==> config.mk <==
export PLATFORM = sky130hd
export DESIGN_NAME = opb_register_bank_ppc2simulink
export DESIGN_NICKNAME = d
export VERILOG_FILES = /design/src/rtl/opb_reg_pkg.sv /design/src/rtl/opb_slave_decode.sv /design/src/rtl/opb_register_bank_ppc2simulink.sv
export SDC_FILE = /design/constraint.sdc
export NUM_CORES = 1
export LEC_CHECK = 0
export BUFFER_PORTS_ARGS = -buffer_cell sky130_fd_sc_hd__buf_2
export CAP_MARGIN = 5
export CORE_UTILIZATION = 47
export DETAILED_ROUTE_END_ITERATION = 6
export PLACE_DENSITY = 0.89
export SYNTH_ARGS = -nofsm -noshare
export SYNTH_HDL_FRONTEND = slang
export SYNTH_SLANG_ARGS = --single-unit
==> constraint.sdc <==
create_clock -name OPB_Clk -period 9.5 [get_ports OPB_Clk]
set_input_delay 2.85 -clock OPB_Clk [delete_from_list [all_inputs] [get_ports OPB_Clk]]
set_output_delay 2.85 -clock OPB_Clk [all_outputs]
set_load 0.02 [all_outputs]
==> src/rtl/opb_reg_pkg.sv <==
// Shared types and helpers for the OPB software register bank.
// Holds the slave FSM encoding and the OPB byte-enable to bit-mask mapping.
package opb_reg_pkg;

  localparam int OPB_DWIDTH = 32;

  typedef enum logic [1:0] {
    IDLE = 2'd0,
    ACK  = 2'd1,
    ERR  = 2'd2,
    WAIT = 2'd3
  } opb_state_e;

  // be[3] carries OPB_BE[0], which owns the most significant byte (bits 31:24)
  function automatic logic [OPB_DWIDTH-1:0] be_to_mask(input logic [3:0] be);
    logic [OPB_DWIDTH-1:0] m;
    m = '0;
    for (int b = 0; b < 4; b++) begin
      m[8*b +: 8] = {8{be[b]}};
    end
    return m;
  endfunction

endpackage

==> src/rtl/opb_slave_decode.sv <==
// OPB slave address decode and handshake FSM: one xferAck/errAck per select,
// issued the cycle after select is first seen, re-armed only once select drops.
module opb_slave_decode
  import opb_reg_pkg::*;
#(
  parameter int AWIDTH = 32,
  parameter logic [AWIDTH-1:0] BASEADDR = '0,
  parameter logic [AWIDTH-1:0] HIGHADDR = '1,
  parameter int NUM_REGS = 8,
  parameter int IDX_W = 3
)(
  input  logic              clk,
  input  logic              rst,
  input  logic [AWIDTH-1:0] addr,
  input  logic              select,
  input  logic              rnw,
  output logic              ack,
  output logic              err_ack,
  output logic [IDX_W-1:0]  idx_p1,
  output logic              rnw_p1
);

  opb_state_e        state;
  logic              hit;
  logic              in_range;
  logic [AWIDTH-1:0] word;

  assign hit      = select && (addr >= BASEADDR) && (addr <= HIGHADDR);
  assign word     = (addr - BASEADDR) >> 2;
  assign in_range = word < AWIDTH'(NUM_REGS);

  always_ff @(posedge clk or posedge rst) begin
    if (rst) begin
      state <= IDLE;
    end else begin
      case (state)
        IDLE:    if (hit) state <= in_range ? ACK : ERR;
        ACK:     state <= WAIT;
        ERR:     state <= WAIT;
        WAIT:    if (!select) state <= IDLE;
        default: state <= IDLE;
      endcase
    end
  end

  // Stage p1: transfer attributes captured when the request is accepted
  always_ff @(posedge clk) begin
    if (state == IDLE && hit) begin
      idx_p1 <= word[IDX_W-1:0];
      rnw_p1 <= rnw;
    end
  end

  assign ack     = (state == ACK);
  assign err_ack = (state == ERR);

endmodule

==> src/rtl/opb_register_bank_ppc2simulink.sv <==
// Bank of C_NUM_REGS 32-bit PPC-writable registers on OPB with per-register
// write strobes and optional self-clearing (pulse/command) registers.
module opb_register_bank_ppc2simulink
  import opb_reg_pkg::*;
#(
  parameter logic [31:0] C_BASEADDR     = 32'h0118_0100,
  parameter logic [31:0] C_HIGHADDR     = 32'h0118_01FF,
  parameter int          C_OPB_AWIDTH   = 32,
  parameter int          C_OPB_DWIDTH   = OPB_DWIDTH,
  parameter int          C_NUM_REGS     = 8,
  parameter logic [31:0] C_RESET_VAL    = 32'h0,
  parameter logic [63:0] C_SELFCLR_MASK = 64'h0,
  parameter              C_FAMILY       = "virtex6"
)(
  input  logic                         OPB_Clk,
  input  logic                         OPB_Rst,
  input  logic [0:C_OPB_AWIDTH-1]      OPB_ABus,
  input  logic [0:3]                   OPB_BE,
  input  logic [0:C_OPB_DWIDTH-1]      OPB_DBus,
  input  logic                         OPB_RNW,
  input  logic                         OPB_select,
  input  logic                         OPB_seqAddr,
  output logic [0:C_OPB_DWIDTH-1]      Sl_DBus,
  output logic                         Sl_errAck,
  output logic                         Sl_retry,
  output logic                         Sl_toutSup,
  output logic                         Sl_xferAck,
  output logic [32*C_NUM_REGS-1:0]     user_data_out,
  output logic [C_NUM_REGS-1:0]        user_wr_strb
);

  localparam int IDX_W = (C_NUM_REGS > 1) ? $clog2(C_NUM_REGS) : 1;
  localparam int unused_family_bits = $bits(C_FAMILY);

  logic [OPB_DWIDTH-1:0] regs [C_NUM_REGS];
  logic                  ack;
  logic                  err_ack;
  logic [IDX_W-1:0]      idx_p1;
  logic                  rnw_p1;
  logic                  wr_en;
  logic [OPB_DWIDTH-1:0] wdata;
  logic [OPB_DWIDTH-1:0] wmask;
  logic                  unused_ok;

  assign unused_ok = OPB_seqAddr;

  opb_slave_decode #(
    .AWIDTH   (C_OPB_AWIDTH),
    .BASEADDR (C_BASEADDR),
    .HIGHADDR (C_HIGHADDR),
    .NUM_REGS (C_NUM_REGS),
    .IDX_W    (IDX_W)
  ) u_decode (
    .clk     (OPB_Clk),
    .rst     (OPB_Rst),
    .addr    (OPB_ABus),
    .select  (OPB_select),
    .rnw     (OPB_RNW),
    .ack     (ack),
    .err_ack (err_ack),
    .idx_p1  (idx_p1),
    .rnw_p1  (rnw_p1)
  );

  assign wr_en = ack && !rnw_p1;
  assign wdata = OPB_DBus;
  assign wmask = be_to_mask(OPB_BE);

  // Stage p2: register update and strobe; a write in the same cycle beats a pending self-clear
  always_ff @(posedge OPB_Clk or posedge OPB_Rst) begin
    if (OPB_Rst) begin
      for (int i = 0; i < C_NUM_REGS; i++) begin
        regs[i] <= C_RESET_VAL;
      end
      user_wr_strb <= '0;
    end else begin
      user_wr_strb <= '0;
      for (int i = 0; i < C_NUM_REGS; i++) begin
        if (C_SELFCLR_MASK[i] && user_wr_strb[i]) begin
          regs[i] <= C_RESET_VAL;
        end
      end
      if (wr_en) begin
        regs[idx_p1]         <= (regs[idx_p1] & ~wmask) | (wdata & wmask);
        user_wr_strb[idx_p1] <= 1'b1;
      end
    end
  end

  for (genvar g = 0; g < C_NUM_REGS; g++) begin : g_out
    assign user_data_out[32*g +: 32] = regs[g];
  end

  // Zero outside the ack cycle so the slave can share the wired-OR OPB data bus
  assign Sl_DBus    = (ack && rnw_p1) ? regs[idx_p1] : '0;
  assign Sl_xferAck = ack;
  assign Sl_errAck  = err_ack;
  assign Sl_retry   = 1'b0;
  assign Sl_toutSup = 1'b0;

endmodule

==> results of run 1 <==
## power groups by stage
stage | Sequential [mW] | Clock, mW | Combinational, mW
final | 2.18 | 1.23 | 2.48
after floorplan | 2.78 | 0 | 0.846
after CTS | 2.17 | 1.25 | 2.48
after detailed placement | 2.18 | 0 | 2.46
after global placement | 2.13 | 0 | 2.37
after global routing | 2.24 | 1.29 | 2.68
## cells by family after synthesis
family / synth area share [%]
other cells: 0.0304
simple gates: 11.7
mux: 15.8
fa+ha+maj: 0.406
flops: 55.0
compound gates: 13.1
buf+inv: 3.87
xor+xnor: 0.0711
## final cells by class
cell class	count	share of cell area (%)
Clock buffer	32	4.93
Inverter	16	0.416
Clock inverter	20	1.96
Antenna cell	1	0.0163
Timing Repair Buffer	382	12.8
Sequential cell	270	44.1
Multi-Input combinational cell	758	33.1
Tap cell	330	2.69
## final timing paths
check	startpoint	to	slack, ns	cells past startpoint
min	user_data_out[176]	user_data_out[176]	0.49	2
min in group asynchronous	OPB_Rst	user_data_out[115]	2.56	3
max reg2reg	u_decode.idx_p1[1]	user_data_out[122]	6.58	5
max in group asynchronous	OPB_Rst	user_data_out[60]	5.22	4
min reg2reg	user_data_out[176]	user_data_out[176]	0.49	2
max	u_decode.idx_p1[1]	Sl_DBus[13]	3.77	4
## worst min-delay path: cells and delay by family (launching register included)
family,cells,cell delay (ns)
simple gates,1,0.05
flops,1,0.35
compound gates,1,0.06
## state kept, by name, summed over array words and instances, names as in the netlist
register	flops
u_decode.state	2
user_data_out	256
u_decode.rnw_p1	1
u_decode.idx_p1	3
user_wr_strb	8
## metal layers
layer	GRT usage (%)	vias up	part of all wire, %
li1	-	4628	-
met1	33.5	5164	37
met2	45.8	562	48
met3	6.52	157	8.8
met4	15.7	0	5.4
met5	0	-	0
## synth_stat cells, types with 4 or more instances
library cell    n
nand2_1       293
dfrtp_1       266
o21ai_0       256
clkbuf_1       57
mux4_1         47
nor2_1         35
mux2i_1        33
o21ai_2        31
mux4_2         17
inv_1          16
buf_2          12
buf_4           7
buf_6           6
nor3_1          6
edfxtp_1        4
ha_1            4
nand3_1         4
## stage by stage
step,instances,power [mW]
final,1809,5.90
after global routing,1809,6.21
after CTS,1808,5.90
after detailed placement,1756,4.63
after global placement,1756,4.50
after floorplan,1128,3.62
==> summary.txt, run 1 <==
Outcome
  • Status: finished clean

Worst setup path
  • Critical path required time: 6.65 ns
  • CP Capture Type: output pin
  • Slowest cell on crit path: edfxtp_1
  • Arr. time, crit path: 2.88 ns
  • Bufs and invs on worst path: 2
  • Critical Path Max Stage Delay: 1.00 ns
  • Cell family with most CP delay: flip-flops
  • Crit-path cells: buf_4, mux2i_1, nor2_1, buf_2
  • Type of the worst setup path: reg2out
  • Critical Path Fanout Max: 29
  • Crit path launch type: flop

Clocking
  • Hold-fix buffers at CTS: 0
  • TritonCTS clock tree: yes
  • CTS HTree Levels: 1
  • TritonCTS Buffers: 28
  • Clk Latency, worst-skew pair: 0.54 ns
  • CTS max path bufs: 3
  • Sink Count: 270
  • Post-CTS Setup Inserts: 0
  • Clock-pin transition on the worst setup and hold timing paths: 0.07 ns
  • Post_cts resized: 0
  • Root buffer cell: clkbuf_16

Die
  • Die Area: 26,900 um2
  • Starting Density: 48.4%
  • Num ports: 373
  • Placement Rows: 58
  • Core area: 25,500 um2
  • Die Width: 164 um
  • Die Span Y: 164 um

Global route
  • Grt ovf: 0
  • Initial antenna violation count: 1
  • First-pass GRT wire length: 57.1 mm
  • All-Layer GR Usage: 27.7%
  • Largest net degree at the start of global routing: 191
  • Vias in the first global route: 10.7k

Final layout
  • Final core occ: 60.3%
  • Final Instance Area: 15,400 um2
  • Share of cells above drive strength 1: 33.3%
  • Commonest non-fill, non-tap cell in the layout: buf_2
  • Commonest non-fill, non-tap cells in the layout: buf_2 (367), nand2_1 (292), dfrtp_1 (266)
  • Fillers: 2,003
  • Nets@finish: 1,533
  • Area Overhead vs Synth: 24.6%
  • Footprint of the multi-input gates: 5080 um2
  • FF/Latch Area: 6780 um2

Power and ir drop
  • Cell Pwr Density: 384 nW/um2
  • Comb power frac: 42.1%
  • Sequential cell fraction of total power: 37.0%
  • VDD IR-drop max: 304 uV
  • Switching power: 2.55 mW
  • Cell Int Power: 3.35 mW
  • Switching share of power: 43.3%
  • Leakage power: 7.77 nW
  • Clock power share: 20.9%

Timing
  • Slew @ Worst Pin: 1.08 ns
  • Setup Skew: 0.0134 ns
  • Hold violation total from the final report: 0
  • RSZ-0062 raised after global routing: no
  • Fin crit period: 5.73 ns
  • Max_slew headroom: 27.5%
  • FMAX: 174 MHz
  • Fin crit share: 60.4%
  • Setup ws final: 3.77 ns
  • Hold_ws: 0.490 ns
  • Max Slew Vio Count: 0
  • Total negative slack: 0 ns
  • Finish-stage setup viols: 0

Placement
  • PortBufs: 367
  • Placed cell area: 14,300 um2
  • Placer Congestion: 0.866
  • Placement Setup Slack: 4.39 ns
  • Detailed placer's ending HPWL: 24.0 mm

Synthesis
  • Leading area contributor after synthesis: dfrtp_1
  • Syn. warnings: 0
  • #FFs+latches synth: 270
  • Dominant cells by area after synthesis: dfrtp_1 (54%), o21ai_0 (10%), mux4_1 (10%)
  • Sequential element share of the synthesized area: 55.0%
  • Most used DFF post-synth: dfrtp_1
  • Area share of the largest cell type after synthesis: 54.0%
  • Asr flop ratio synth: 98.5%
  • Gate Count Post-Synth: 1,127
  • Cell Area, Synth: 12,300 um2
  • Syn avg cell area: 10.9 um2
  • Number of synthesized flops with an enable pin: 4
  • Synth unique cells: 42

Drt
  • Drc violations: 0
  • Final WL: 37.5 mm
  • Wirelength per Cell: 20.7 um
  • Via Count: 10.5k
  • ANT nets after route: 0
  • DR iter-0 viols: 943
  • Vias per cell: 5.81
  • TritonRoute pass-1 iters: 7

Hold path
  • Hold Crit Class: reg2reg

Job
  • Max-cap check violation count: 0
(Power assumes the default switching activity.)
==> run 2, diff against run 1 <==
Clock period 9.5 ns to 4.72 ns, I/O delays scaled along.
==> summary.txt, run 2 (synthesis results as in run 1) <==
Outcome
  • Status: finished clean

Global route
  • First-pass GRT wire length: 56.5 mm (-1.1%)
  • Grt ovf: 0 (unchanged)
  • Largest net degree at the start of global routing: 134 (-30%)
  • Initial antenna violation count: 1 (unchanged)
  • Vias in the first global route: 10.4k (-2.9%)
  • All-Layer GR Usage: 27.4% (-0.38 points)

Final layout
  • Commonest non-fill, non-tap cells in the layout: buf_2 (367), nand2_1 (292), dfrtp_1 (266)
  • Final core occ: 60.0% (-0.30 points)
  • Area Overhead vs Synth: 24.0%
  • Non-Filler Instances: 1,809 (unchanged)
  • Commonest non-fill, non-tap cell in the layout: buf_2
  • Share of cells above drive strength 1: 32.9% (-0.34 points)
  • Nets@finish: 1,534 (+0.065%)
  • Number of flip-flops in the largest register: 256 (unchanged)

Clocking
  • Root buffer cell: clkbuf_16
  • Clk Latency, worst-skew pair: 0.54 ns (about the same)
  • Clock-pin transition on the worst setup and hold timing paths: 0.06 ns (about the same)
  • Hold-fix buffers at CTS: 0 (unchanged)
  • Sink Count: 270 (unchanged)
  • Post-CTS Setup Inserts: 0 (unchanged)
  • TritonCTS Buffers: 28 (unchanged)
  • CTS max path bufs: 3 (unchanged)
  • Post_cts resized: 0 (unchanged)
  • TritonCTS clock tree: yes
  • CTS HTree Levels: 1 (unchanged)

Worst setup path
  • Reg2reg end: user_data_out[169]
  • Cells on worst reg2reg path: 5 (unchanged)
  • R2R Setup Slk: 1.79 ns (-4.79 ns)
  • Worst path depth: 4 (unchanged)
  • CP startpoint: u_decode.idx_p1[1]
  • CP endpoint: Sl_DBus[9]
  • Critical Path Max Stage Delay: 1.04 ns (+0.04 ns)
  • Worst flop-to-flop path startpoint: u_decode.idx_p1[1]
  • Crit path launch type: flop
  • CP Capture Type: output pin
  • Cell family with most CP delay: flip-flops
  • Critical Path Fanout Max: 13 (-55%)
  • Slowest cell on crit path: edfxtp_1
  • Type of the worst setup path: reg2out
  • Bufs and invs on worst path: 1 (-1)
  • Crit-path cells: mux4_2, mux2i_1, nor2_1, buf_2
  • Arr. time, crit path: 2.72 ns (-0.16 ns)
  • Critical path required time: 3.30 ns (-3.35 ns)

Power and ir drop
  • Cell Pwr Density: 761 nW/um2 (+98%)
  • Switching share of power: 43.7% (+0.45 points)
  • Leakage power: 7.76 nW (-0.15%)
  • Cell Int Power: 6.54 mW (+95%)
  • VDD IR-drop max: 553 uV (+82%)
  • Sequential cell fraction of total power: 37.8% (+0.8 points)
  • Clock power share: 19.4% (-1.5 points)
  • Comb power frac: 42.8% (+0.7 points)
  • Switching power: 5.08 mW (+99%)

Timing
  • RSZ-0062 raised after global routing: no
  • Slew @ Worst Pin: 1.05 ns (-0.0287 ns)
  • Total negative slack: 0 ns (unchanged)
  • Fin crit share: 87.7%
  • Hold_ws: 0.498 ns (+0.00796 ns)
  • FMAX: 242 MHz
  • Max_slew headroom: 29.5% (+1.9 points)
  • Setup Skew: 0.00660 ns (-0.00676 ns)
  • Fin crit period: 4.14 ns
  • Finish-stage setup viols: 0 (unchanged)
  • Max Slew Vio Count: 0 (unchanged)
  • Hold violation total from the final report: 0 (unchanged)

Drt
  • Via Count: 10.4k (-0.65%)
  • Wire length on met1: 14.0 mm (-0.12%)
  • ANT nets after route: 0 (unchanged)
  • Highest Signal Layer: met4
  • Final WL: 37.5 mm (+0.12%)
  • Metal3 WL: 3.22 mm (-1.8%)
  • Drc violations: 0 (unchanged)
  • Wirelength per Cell: 20.7 um (+0.12%)
  • DR iter-0 viols: 985 (+4.5%)
  • Vias per cell: 5.77 (-0.65%)
  • Met2 wire length: 18.5 mm (+1.6%)
  • TritonRoute pass-1 iters: 6 (-1)

Die
  • Placement Rows: 58 (unchanged)
  • Starting Density: 48.4% (unchanged)
  • Core area: 25,500 um2 (unchanged)
  • Die Width: 164 um (unchanged)
  • Die Area: 26,900 um2 (unchanged)
  • Num ports: 373 (unchanged)
  • Die Span Y: 164 um (unchanged)

Placement
  • PortBufs: 367 (unchanged)
  • Dpl cells: 1,757 (+0.057%)
  • Detailed placer's ending HPWL: 24.4 mm (+1.6%)
  • Placer Congestion: 0.863 (-0.36%)

Hold path
  • Hold Crit Class: reg2reg

Job
  • Max-cap check violation count: 0 (unchanged)
==> run 2: how the worst min path moves through the flow <==
| stage | from | to | cells past startpoint |
|---|---|---|---|
| floorplan | u_decode.state[0] | u_decode.state[0] | 1 |
| global placement | user_data_out[160] | user_data_out[160] | 2 |
| detailed placement | user_data_out[45] | user_data_out[45] | 2 |
| CTS | user_data_out[74] | user_data_out[74] | 2 |
| global route | user_data_out[237] | user_data_out[237] | 2 |
| finish | user_data_out[78] | user_data_out[78] | 2 |
==> run 2: worst reg2reg max path: stages, from the launching register on <==
cell and delay, ns:
edfxtp_1 1.04, buf_12 0.35, or3b_2 0.77, buf_4 0.48, nand2_1 0.11, o21ai_0 0.09
==> run 2: stage by stage <==
step	setup WS (ns)	area [um2]	power (mW)
after floorplan	-0.207	12300	7.29
after global placement	1.24	14300	9.07
after detailed placement	1.20	14300	9.33
after CTS	0.579	15300	11.6
after global routing	0.494	15300	12.2
final	0.581	15300	11.6
==> run 2: area by class of cell <==
| type | count | area, um2 |
|---|---|---|
| Antenna cell | 1 | 2.50 |
| Multi-Input combinational cell | 758 | 5080 |
| Fill cell | 2005 | 10200 |
| Tap cell | 330 | 413 |
| Timing Repair Buffer | 383 | 1990 |
| Clock inverter | 9 | 103 |
| Clock buffer | 42 | 845 |
| Sequential cell | 270 | 6780 |
| Inverter | 16 | 63.8 |
==> run 2: routing by layer <==
metal	GRT usage (%)	vias to the layer above
met5	0	-
met4	13.8	0
met3	6.26	142
met2	46.5	597
met1	32.7	5087
li1	-	4617
==> run 2: power groups by stage <==
stage	Combinational [mW]	Sequential (mW)	Clock [mW]
floorplan	1.70	5.59	0
global placement	4.76	4.31	0
detailed placement	4.93	4.40	0
CTS	4.97	4.37	2.28
global route	5.35	4.52	2.36
finish	4.97	4.39	2.26
